==> src/rtl/neuron_mac.sv <==
// neuron_mac: serial multiply-accumulate producing a saturated Q4.4 pre-activation z = sum(x*w) + b.
// Define NEURON_MAC_ROUND_EN for round-half-up rescaling; the default build truncates toward -inf.
module neuron_mac #(
    parameter int N_INPUTS = 2,
    parameter int DATA_W   = 8,
    parameter int FRAC_W   = 4,
    parameter int ACC_W    = 20
) (
    input  logic                     clk,
    input  logic                     rst,
    input  logic                     in_valid,
    output logic                     in_ready,
    input  logic signed [DATA_W-1:0] x_data,
    input  logic signed [DATA_W-1:0] w_data,
    input  logic signed [DATA_W-1:0] bias,
    output logic                     z_valid,
    input  logic                     z_ready,
    output logic signed [DATA_W-1:0] z_value
);
    localparam int CNT_W = $clog2(N_INPUTS + 1);
    localparam logic [CNT_W-1:0] LAST_CNT = CNT_W'(N_INPUTS - 1);
    localparam logic signed [ACC_W-1:0] Z_MAX = ACC_W'((2 ** (DATA_W - 1)) - 1);
    localparam logic signed [ACC_W-1:0] Z_MIN = ~Z_MAX;
`ifdef NEURON_MAC_ROUND_EN
    localparam logic signed [ACC_W-1:0] HALF_LSB = ACC_W'(1) << (FRAC_W - 1);
`endif

    typedef enum logic [1:0] {IDLE, ACC, FINAL, OUT} state_t;

    state_t                     state_q, state_d;
    logic signed [ACC_W-1:0]    acc_q, acc_d;
    logic        [CNT_W-1:0]    cnt_q, cnt_d;
    logic signed [DATA_W-1:0]   bias_q, bias_d;
    logic                       in_ready_q, in_ready_d;
    logic                       z_valid_q, z_valid_d;
    logic signed [DATA_W-1:0]   z_value_q, z_value_d;

    logic signed [2*DATA_W-1:0] prod;
    logic signed [ACC_W-1:0]    prod_ext;
    logic signed [ACC_W-1:0]    bias_ext;
    logic signed [ACC_W-1:0]    sum;
    logic signed [ACC_W-1:0]    scaled;
    logic signed [DATA_W-1:0]   sat;
    logic                       accept;

    assign accept   = in_valid && in_ready_q;
    assign prod     = x_data * w_data;
    assign prod_ext = {{(ACC_W - 2*DATA_W){prod[2*DATA_W-1]}}, prod};
    assign bias_ext = {{(ACC_W - DATA_W){bias_q[DATA_W-1]}}, bias_q};

    // Align the Q4.4 bias to the Q8.8 accumulator, then drop back to Q4.4 and clamp.
    always_comb begin
`ifdef NEURON_MAC_ROUND_EN
        sum = acc_q + (bias_ext <<< FRAC_W) + HALF_LSB;
`else
        sum = acc_q + (bias_ext <<< FRAC_W);
`endif
        scaled = sum >>> FRAC_W;
        if (scaled > Z_MAX) begin
            sat = Z_MAX[DATA_W-1:0];
        end else if (scaled < Z_MIN) begin
            sat = Z_MIN[DATA_W-1:0];
        end else begin
            sat = scaled[DATA_W-1:0];
        end
    end

    always_comb begin
        state_d   = state_q;
        acc_d     = acc_q;
        cnt_d     = cnt_q;
        bias_d    = bias_q;
        z_valid_d = z_valid_q;
        z_value_d = z_value_q;
        case (state_q)
            IDLE: begin
                if (accept) begin
                    acc_d  = prod_ext;
                    bias_d = bias;
                    cnt_d  = CNT_W'(1);
                    if (N_INPUTS == 1) begin
                        state_d = FINAL;
                    end else begin
                        state_d = ACC;
                    end
                end
            end
            ACC: begin
                if (accept) begin
                    acc_d = acc_q + prod_ext;
                    cnt_d = cnt_q + 1'b1;
                    if (cnt_q == LAST_CNT) begin
                        state_d = FINAL;
                    end
                end
            end
            FINAL: begin
                z_value_d = sat;
                z_valid_d = 1'b1;
                state_d   = OUT;
            end
            OUT: begin
                if (z_ready) begin
                    z_valid_d = 1'b0;
                    acc_d     = '0;
                    cnt_d     = '0;
                    state_d   = IDLE;
                end
            end
            default: state_d = IDLE;
        endcase
        // Registered ready tracks the state being entered, so it stays low through reset.
        in_ready_d = (state_d == IDLE) || (state_d == ACC);
    end

    always_ff @(posedge clk or negedge rst) begin
        if (!rst) begin
            state_q    <= IDLE;
            acc_q      <= '0;
            cnt_q      <= '0;
            bias_q     <= '0;
            in_ready_q <= 1'b0;
            z_valid_q  <= 1'b0;
            z_value_q  <= '0;
        end else begin
            state_q    <= state_d;
            acc_q      <= acc_d;
            cnt_q      <= cnt_d;
            bias_q     <= bias_d;
            in_ready_q <= in_ready_d;
            z_valid_q  <= z_valid_d;
            z_value_q  <= z_value_d;
        end
    end

    assign in_ready = in_ready_q;
    assign z_valid  = z_valid_q;
    assign z_value  = z_value_q;
endmodule
==> config.mk <==
export PLATFORM = sky130hd
export DESIGN_NAME = neuron_mac
export DESIGN_NICKNAME = d
export VERILOG_FILES = /design/src/rtl/neuron_mac.sv
export SDC_FILE = /design/constraint.sdc
export NUM_CORES = 1
export LEC_CHECK = 0
export ABC_CLOCK_PERIOD_IN_PS = 2600
export CAP_MARGIN = 15
export CORE_MARGIN = 3
export CORE_UTILIZATION = 40
export DETAILED_ROUTE_END_ITERATION = 12
export GPL_ROUTABILITY_DRIVEN = 1
export SLEW_MARGIN = 20
export SYNTH_ARGS = -nofsm -noshare
export SYNTH_HDL_FRONTEND = slang
export SYNTH_SLANG_ARGS = --single-unit
==> constraint.sdc <==
create_clock -name clk -period 2.6 [get_ports clk]
set_input_delay 0.26 -clock clk [delete_from_list [all_inputs] [get_ports clk]]
set_output_delay 0.26 -clock clk [all_outputs]
set_load 0.05 [all_outputs]
# Yosys cells after proc, flatten, opt, wreduce, memory -nomap -nowiden
# Cells that the tools add are included.
word_totals:
  regBits: 42
  input_bits: 28
  output_inout_bits: 10
  word_cells: 47
classes:
  addsub: 3
  multipliers: 1
  order_cmp: 2
  n_eq_ne: 8
  n_mux: 17
  n_reduce_logical: 9
ops:
  columns: ["cell", "count"]
  rows:
  - ["$mux 20", 3]
  - ["$pmux 20 s3", 1]
  - ["$add 20x12->20", 1]
  - ["$add 20x16->20", 1]
  - ["$gt 16x8->1 const B", 1]
  - ["$lt 16x8->1 const B", 1]
  - ["$mul 8x8->16", 1]
  - ["$mux 8", 2]
  - ["$mux 2", 7]
  - ["$pmux 2 s4", 1]
  - ["$eq 2x1->1 const B", 3]
  - ["$ne 2x2->1 const B", 3]
  - ["$pmux 2 s3", 1]
  - ["$eq 2x2->1 const B", 2]
  - ["$logic_not 2->1", 2]
  - ["$reduce_and 2->1", 2]
  - ["$reduce_and 4->1", 1]
  - ["$reduce_bool 3->1", 1]
  - ["$add 2x1->2 const B", 1]
  - ["$pmux 1 s2", 1]
  - ["$reduce_bool 2->1", 1]
  - ["$logic_and 1x1->1", 1]
  - ["$logic_or 1x1->1", 1]
  - ["$mux 1", 1]

# Logic depth before layout (Yosys ltp)
# Gate-level depths: netlist of the first run.
depth:
  depth_word: 6
  mapped_depth: 24
  mapped_depth_nobuf: 24

# Worst setup path after synthesis of the first run
# No wires, ideal clock.
synth_path:
  path_kind: "in2reg"
  startpoint: "input x_data[7]"
  endpoint: "register acc_q[19]"
  setup_ns: 0.132
  t_arrival_ns: 5.493
  setup_slack_ns: -3.025
  stages: 24
  path_buffers: 0
  path_cell_list: "nand2_1 > inv_1 > fa_1 > inv_1 > fa_1 > inv_1 > fa_1 > inv_1 > fa_1 > inv_1 > ha_1 > a21oi_1 > nor2b_1 > a311oi_1 > xnor2_1 > ha_1 > or2_2 > a21oi_1 > o31ai_1 > a41oi_1 > a21oi_1 > xor2_1 > mux2i_1 > o211ai_1"
synth_between:
  elab_chain_cells: 4
  elab_cells_between_ends: 5
  classes_between: "1 x add/sub; 1 x mul; 3 x mux"
synth_lines:
  columns: ["item", "line", "text"]
  rows:
  - ["start, declared", "13", "input logic signed [DATA_W-1:0] x_data,"]
  - ["$mul 8x8->16 (*)", "47", "assign prod = x_data * w_data;"]
  - ["$add 20x16->20", "90", "acc_d = acc_q + prod_ext;"]
  - ["$mux 20", "89", "if (accept) begin"]
  - ["$pmux 20 s3 (*)", "75", "case (state_q)"]
  - ["end signal, assigned", "119", "acc_q <= '0;"]
  - ["end signal, assigned", "127", "acc_q <= acc_d;"]
  - ["end, declared", "31", "logic signed [ACC_W-1:0] acc_q, acc_d;"]
# Every way passes the cells marked *; elsewhere a longest branch is shown, timed or not. The select of a mux whose other input is x is not followed.
# A chain may end at the register's enable or synchronous reset.

# Worst setup path after layout of the first run
layout_path:
  startpoint: "input w_data[5]"
  endpoint: "register acc_q[19]"
layout_between:
  elab_chain_cells: 4
  elab_cells_between_ends: 5
  classes_between: "1 x add/sub; 1 x mul; 3 x mux"
layout_lines:
  columns: ["item", "line", "text"]
  rows:
  - ["start, declared", "14", "input logic signed [DATA_W-1:0] w_data,"]
  - ["$mul 8x8->16 (*)", "47", null]
  - ["$add 20x16->20", "90", null]
  - ["$mux 20", "89", null]
  - ["$pmux 20 s3 (*)", "75", null]
# Marks and branches as above.

==> results of run 1 <==
[routing by layer]
metal | global-route usage, % | wire length (um) | up-vias
li1 | - | - | 2754
met1 | 27.13 | 7250 | 2754
met2 | 34.66 | 8116 | 65
met3 | 1.690 | 401 | 15
met4 | 2.409 | 148 | 0
met5 | 0 | 0 | -
[logic make-up (layout without fill, tap and decap cells)]
family | after synthesis | count (layout) | synth area share (%)
compound gates | 167 | 167 | 18.16
xor+xnor | 39 | 39 | 5.763
fa+ha+maj | 128 | 128 | 33.51
buf+inv | 112 | 312 | 6.941
flops | 42 | 42 | 17.35
mux | 12 | 12 | 2.190
simple gates | 191 | 191 | 16.09
[critical path: stages]
cell	delay [ns]
sky130_fd_sc_hd__buf_2	0.15
sky130_fd_sc_hd__and2_1	0.18
sky130_fd_sc_hd__fa_1	0.53
sky130_fd_sc_hd__fa_1	0.44
sky130_fd_sc_hd__fa_1	0.51
sky130_fd_sc_hd__inv_1	0.05
sky130_fd_sc_hd__fa_1	0.53
sky130_fd_sc_hd__inv_1	0.06
sky130_fd_sc_hd__ha_4	0.17
sky130_fd_sc_hd__nor3_2	0.19
sky130_fd_sc_hd__o21ai_2	0.09
sky130_fd_sc_hd__buf_4	0.14
sky130_fd_sc_hd__a311oi_4	0.39
sky130_fd_sc_hd__xnor2_2	0.19
sky130_fd_sc_hd__ha_1	0.28
sky130_fd_sc_hd__or2_4	0.25
sky130_fd_sc_hd__a21oi_4	0.13
sky130_fd_sc_hd__o31ai_1	0.08
sky130_fd_sc_hd__a41oi_1	0.24
sky130_fd_sc_hd__a21oi_2	0.09
sky130_fd_sc_hd__xor2_1	0.16
sky130_fd_sc_hd__mux2i_1	0.21
sky130_fd_sc_hd__o211ai_1	0.11
[area by class of cell]
class / instances / area [um^2] / area share [%]
clock buffers: 5 / 125.1 / 1.381
clock inverters: 3 / 45.04 / 0.4971
inverters: 102 / 382.9 / 4.225
multi-input cells: 537 / 5544 / 61.18
flip-flops and latches: 42 / 1051 / 11.60
well taps: 184 / 230.2 / 2.541
repair buffers: 202 / 1683 / 18.57
[worst min-delay path by stage]
stage	from	to	cells after the start
6_report	rst	bias_q[2]$_DFFE_PN0P_	1
5_1_grt	rst	acc_q[4]$_DFFE_PN0P_	1
4_1_cts	rst	acc_q[6]$_DFFE_PN0P_	1
3_5_place_dp	acc_q[0]$_DFFE_PN0P_	acc_q[0]$_DFFE_PN0P_	2
3_3_place_gp	rst	z_value[0]$_DFFE_PN0P_	1
2_1_floorplan	rst	acc_q[0]$_DFFE_PN0P_	0
[per-stage QoR]
stage | worst slack, ns | instance area (um^2) | hold slack [ns] | TNS [ns] | util (%)
floorplan | -2.598 | 6399 | -0.03559 | -29.45 | -
global placement | -3.418 | 8008 | 0.4711 | -47.11 | 54.48
detailed placement | -3.485 | 8008 | 0.4940 | -48.26 | 54.48
CTS | -2.656 | 8712 | 0.1818 | -32.69 | 59.27
global route | -2.934 | 9061 | 0.006431 | -37.16 | 61.64
finish | -2.667 | 9061 | -0.02878 | -33.18 | 61.64
[cells in the mapped netlist, types with 5 or more instances]
master                       n  area share, %
sky130_fd_sc_hd__a31oi_1     6           0.62
sky130_fd_sc_hd__o21bai_1    6           0.74
sky130_fd_sc_hd__a22oi_1    12            1.5
sky130_fd_sc_hd__o211ai_1    5           0.62
sky130_fd_sc_hd__ha_1       71             15
sky130_fd_sc_hd__a21o_1      8           0.99
sky130_fd_sc_hd__mux2_2     10            1.9
sky130_fd_sc_hd__clkbuf_1   10           0.62
sky130_fd_sc_hd__and2_1     45            4.6
sky130_fd_sc_hd__o21a_1      7           0.87
sky130_fd_sc_hd__nand2b_1    5           0.52
sky130_fd_sc_hd__nor2_1     32            2.0
sky130_fd_sc_hd__xnor2_1    30            4.3
sky130_fd_sc_hd__nor2b_1     9           0.93
sky130_fd_sc_hd__inv_1     102            6.3
sky130_fd_sc_hd__fa_1       57             19
sky130_fd_sc_hd__nand3_1    12           0.99
sky130_fd_sc_hd__a211oi_1   10            1.2
sky130_fd_sc_hd__xor2_1      8            1.2
sky130_fd_sc_hd__or3_1       7           0.72
sky130_fd_sc_hd__nand2_1    50            3.1
sky130_fd_sc_hd__dfrtp_1    42             17
sky130_fd_sc_hd__o21ai_0    45            3.7
sky130_fd_sc_hd__o22ai_1    11            1.1
sky130_fd_sc_hd__a21oi_1    30            2.5
sky130_fd_sc_hd__nor3_1     14            1.2
[flip-flops by register name (all words and copies together), names as in the netlist]
name and flops:
z_valid 1, state_q 2, acc_q 20, cnt_q 2, z_value 8, bias_q 8, in_ready 1
[what timing repair did]
action / CTS / global route
hold endpoints to repair: 0 / 0
pin swaps: 102 / 57
buffers inserted: 15 / 10
endpoints found under the setup margin: 25 / 25
resized for setup: 177 / 57
==> implementation parameters, run 1 <==
Parameter                              Value

Clock network
  Clock sink count    42
  CTS tree    done
  Max clock buf depth    2
  Clock tree root driver cell    sky130_fd_sc_hd__clkbuf_16
  H-tree levels    2
  Hold-fix buffers, CTS    0
  Clock buffers created by TritonCTS    5
  Insertion delay to the later sink of the worst-skew pair    0.29 ns
  Clock Pin Slew Worst Setup and Hold Paths    roughly 0.070 ns

Layout
  Most frequent cells in the layout    sky130_fd_sc_hd__buf_4 (151), sky130_fd_sc_hd__inv_1 (87), sky130_fd_sc_hd__fa_1 (53), sky130_fd_sc_hd__nand2_1 (49), sky130_fd_sc_hd__dfrtp_1 (42)
  Layout cells sized above 1    39.51%
  Most common cell after layout, fill and taps aside    sky130_fd_sc_hd__buf_4
  Synthesis-to-finish area growth    49.60%
  Diodes inserted    0
  Filler cell count    1201
  Net count, final    1046
  Non-filler cells in the finished layout    1075

Drt
  Number of search-and-repair iterations in the first detailed-routing pass    5
  Post-route ant nets    0
  Initial detailed-routing violation count    285
  Overall via count from detail_route    5588
  Average wire per standard cell    about 15 um
  Detailed-route DRC error count    0
  Drt total wl    between 15000 and 20000 um
  Routed vias/inst    between 5 and 6

Floorplan
  Total core area    approximately 15000 um^2
  Std cell rows    44
  Height of the chip    129.1 um
  Floorplan die width    129.1 um
  Top Ports    38
  Starting density of the core    between 40% and 50%
  Area enclosed by the die boundary    between 15000 and 20000 um^2

Job
  # Max-Cap Violations    0

Critical path
  Flop2flop setup slack    -0.36 ns
  Worst endpoint data arrival time    5.44 ns
  Nature of the critical path startpoint    primary input
  Startpoint of the most critical setup path    w_data[5]
  Crit path required time    2.77 ns
  Top fanout value on the critical path    7
  Worst reg2reg path startpoint    acc_q[4]$_DFFE_PN0P_
  Setup crit end kind    flop
  Kind of critical path    primary input to flop
  R2r endpoint    z_value[6]$_DFFE_PN0P_
  End of the critical path    acc_q[19]$_DFFE_PN0P_
  Worst reg-to-reg path cell count    10

Place
  Post-DP HPWL    12040 um
  Number of I/O port buffers    37
  Placed Cells    1042
  Final weighted congestion in routability-driven placement    0.8616

Logic synthesis
  Main flop type after synthesis    sky130_fd_sc_hd__dfrtp_1
  Netlist Area Pre-Place    6057 um^2
  Number of distinct standard cells referenced by the synthesized netlist    60
  Number of instances in the synthesized netlist    691
  Number of flops mapped to enable cells by yosys    0
  Post-synthesis sequential area ratio    17.35%
  Syn_nets    between 800 and 900
  Mean instance size in the synthesized netlist    8.766 um^2
  Synth async-reset ratio    100.0%
  Number of warning messages in the yosys log    0
  Number of synthesized register bits    42

STA
  Final setup violation count    24
  Unrepaired setup endpoints after global routing    yes
  Final cycle utilization of the critical path    202.6%
  Transition time at the pin with the least slew margin    about 0.58 ns
  Min cycle time layout    5.267 ns
  Worst relative slew slack    61.51%
  Final-report hold violation count    42
  Post-route worst hold slack    -0.02878 ns
  Final worst slack    -2.667 ns
  Max-slew violation total from the final report    0
  Highest achievable clock rate    0.1899 GHz
  Final Skew    0.006078 ns

GRT
  Overall Global Routing Usage    19.63%
  Largest net degree at the start of global routing    between 40 and 50
  Number of antenna violations at the first check in global routing    0
  First-pass GRT wire length    27270 um
  GRT Residual Overflow    0
  Via count of the first global-routing pass    about 5900

Status
  Run status    complete, but fails checks
  Failing checks    hold timing, setup timing

Worst hold path
  Worst min-delay path class    primary input to asynchronous set/reset pin
Power of run 1 is not shown: default switching activity piles up to over one toggle a cycle in this logic, so the estimate is an artifact.
==> run 2: changes to the inputs <==
Settings changed: CELL_PAD_IN_SITES_DETAIL_PLACEMENT set to 1, CELL_PAD_IN_SITES_GLOBAL_PLACEMENT set to 2, CORE_UTILIZATION 40 to 35, PLACE_DENSITY_LB_ADDON set to 0.1.
==> run 2 against run 1 <==
The flow finishes with violations (setup timing). Clock skew is 0.0016 ns higher. Utilization is 4.1 points lower. Fmax is 3.1% lower. Wire length is 22% higher. Non-clock buffer count is 19 higher. Register-to-register slack hardly changed. Final cell count is 5.1% higher. Clock-buffer cell count stayed put. Critical path type unchanged.
==> implementation parameters, run 2 (synthesis gave the netlist of run 1 again) <==
Parameter                              Value

Critical path
  Maximum cell stage delay along the critical path    0.58 ns (+0.05 ns)
  Crit path required time    2.77 ns (about the same)
  Setup crit end kind    flop
  Cell family contributing the most delay on the critical path    adder cells
  Worst endpoint data arrival time    5.61 ns (+0.17 ns)
  Buffers plus inverters on the worst setup path    8 (+4)
  Top fanout value on the critical path    6 (-1)
  Nature of the critical path startpoint    primary input
  Kind of critical path    primary input to flop
  Slowest library cell on the worst path    sky130_fd_sc_hd__fa_1
  Top cell by count, worst path    sky130_fd_sc_hd__buf_6

STA
  Worst relative slew slack    57.08% (-4.4 points)
  Unrepaired setup endpoints after global routing    yes
  Final worst slack    -2.834 ns (-0.1667 ns)
  Final cycle utilization of the critical path    209.0% (+6.4 points)
  Final-report hold violation count    0 (-100%)
  Transition time at the pin with the least slew margin    0.6438 ns (+0.06638 ns)
  Final setup violation count    24 (unchanged)
  Final Skew    0.007719 ns (+0.001642 ns)
  Highest achievable clock rate    0.1840 GHz (-3.1%)
  Min cycle time layout    5.434 ns (+0.1667 ns)
  Max-slew violation total from the final report    0 (unchanged)
  Setup TNS    -35.25 ns (-2.066 ns)

Worst hold path
  Worst min-delay path class    flop to flop

Clock network
  Insertion delay to the later sink of the worst-skew pair    0.30 ns (about the same)
  Clock sink count    42 (unchanged)
  Clock Pin Slew Worst Setup and Hold Paths    0.07 ns (about the same)
  CTS tree    done
  Max clock buf depth    2 (unchanged)
  Clock buffers created by TritonCTS    5 (unchanged)
  H-tree levels    2 (unchanged)
  Clock tree root driver cell    sky130_fd_sc_hd__clkbuf_16

Floorplan
  Area enclosed by the die boundary    18920 um^2 (+14%)
  Floorplan die width    137.6 um (+6.6%)
  Std cell rows    47 (+6.8%)
  Height of the chip    137.6 um (+6.6%)
  Top Ports    38 (unchanged)
  Total core area    16760 um^2 (+14%)
  Starting density of the core    36.14% (-5.1 points)

Layout
  Most common cell after layout, fill and taps aside    sky130_fd_sc_hd__buf_4
  Filler cell count    1870 (+56%)
  Net count, final    1065 (+1.8%)
  Most frequent cells in the layout    sky130_fd_sc_hd__buf_4 (151), sky130_fd_sc_hd__inv_1 (79), sky130_fd_sc_hd__fa_1 (52), sky130_fd_sc_hd__nand2_1 (46)
  Top register by number of flip-flops    acc_q
  Largest register FFs    20 (unchanged)
  Layout cells sized above 1    45.38% (+5.9 points)
  Diodes inserted    0 (unchanged)
  Synthesis-to-finish area growth    59.18%

Drt
  Detailed-route DRC error count    0 (unchanged)
  Number of search-and-repair iterations in the first detailed-routing pass    4 (-1)
  Overall via count from detail_route    5796 (+3.7%)
  Drt total wl    19370 um (+22%)
  Post-route ant nets    0 (unchanged)
  Initial detailed-routing violation count    182 (-36%)
  Average wire per standard cell    17.14 um (+16%)
  Routed vias/inst    5.129 (-1.3%)

GRT
  GRT Residual Overflow    0 (unchanged)
  Via count of the first global-routing pass    6595 (+12%)
  Largest net degree at the start of global routing    40 (-7.0%)
  Overall Global Routing Usage    20.76% (+1.1 points)
  First-pass GRT wire length    31700 um (+16%)
  Number of antenna violations at the first check in global routing    0 (unchanged)

Status
  Failing checks    setup timing
  Run status    complete, but fails checks

Place
  Final weighted congestion in routability-driven placement    0.8326 (-3.4%)
  Number of I/O port buffers    37 (unchanged)
  Post-DP HPWL    14460 um (+20%)

Job
  # Max-Cap Violations    0 (unchanged)
==> run 2: repair_timing <==
item | 4_1_cts | 5_1_grt
endpoints found under the setup margin | 25 | 24
resized for setup | 227 | 99
hold buffers | 1 | 0
endpoints found under the hold margin | 10 | 0
gates cloned | 0 | 0
buffers inserted | 36 | 20
pin swaps | 111 | 101
==> run 2: worst reg2reg max path, delay by kind of cell, from the launching register on <==
| family | cells | cell delay (ns) |
|---|---|---|
| simple gates | 2 | 0.69 |
| fa+ha+maj | 2 | 0.55 |
| flops | 1 | 0.41 |
| compound gates | 6 | 1.22 |
==> run 2: worst paths after layout <==
kind                                            start                endpoint  slack, ns  cells past startpoint
worst max-delay path                        x_data[2]   acc_q[19]$_DFFE_PN0P_      -2.83                     26
worst min-delay path             acc_q[0]$_DFFE_PN0P_    acc_q[0]$_DFFE_PN0P_       0.50                      2
worst max register to register  bias_q[0]$_DFFE_PN0P_  z_value[5]$_DFFE_PN0P_      -0.35                     10
worst min register to register   acc_q[0]$_DFFE_PN0P_    acc_q[0]$_DFFE_PN0P_       0.50                      2
max in group asynchronous                         rst     z_valid$_DFFE_PN0P_       1.35                      3
min in group asynchronous                         rst    acc_q[2]$_DFFE_PN0P_       0.51                      2
==> run 2: cell type report <==
class / instances / area (um^2) / share of cell area [%]
clock buffers: 5 / 125.1 / 1.298
clock inverters: 3 / 23.77 / 0.2466
inverters: 102 / 382.9 / 3.971
multi-input cells: 537 / 5879 / 60.98
flip-flops and latches: 42 / 1051 / 10.90
well taps: 220 / 275.3 / 2.855
repair buffers: 221 / 1904 / 19.75
==> run 2: per-stage QoR <==
step / utilization [%] / area (um^2) / hold WS [ns] / worst slack, ns / std cells
2_1_floorplan: - / 6399 / -0.03559 / -2.598 / 691
3_3_place_gp: 48.00 / 8045 / 0.3076 / -3.478 / 1077
3_5_place_dp: 48.00 / 8045 / 0.3174 / -3.725 / 1077
4_1_cts: 54.33 / 9106 / 0.4994 / -2.787 / 1120
5_1_grt: 57.53 / 9642 / 0.5347 / -3.031 / 1130
6_report: 57.53 / 9642 / 0.4991 / -2.834 / 1130
==> run 2: layer usage <==
metal	global-route usage, %	routed length, um	vias up	share of wire, %
met4	3.880	286	0	1.5
met1	27.25	8844	2932	46
met5	0	0	-	0
met3	2.301	313	21	1.6
met2	37.07	9922	54	51
li1	-	-	2789	-
Power of run 2 is left out for the same reason.
==> run 3: changes to the inputs <==
Settings changed: CTS_CLUSTER_SIZE set to 12.
==> results of run 3 <==
Same layout as run 2: the final DEF is identical, and so are final timing and power.
Power of run 3 is left out for the same reason.
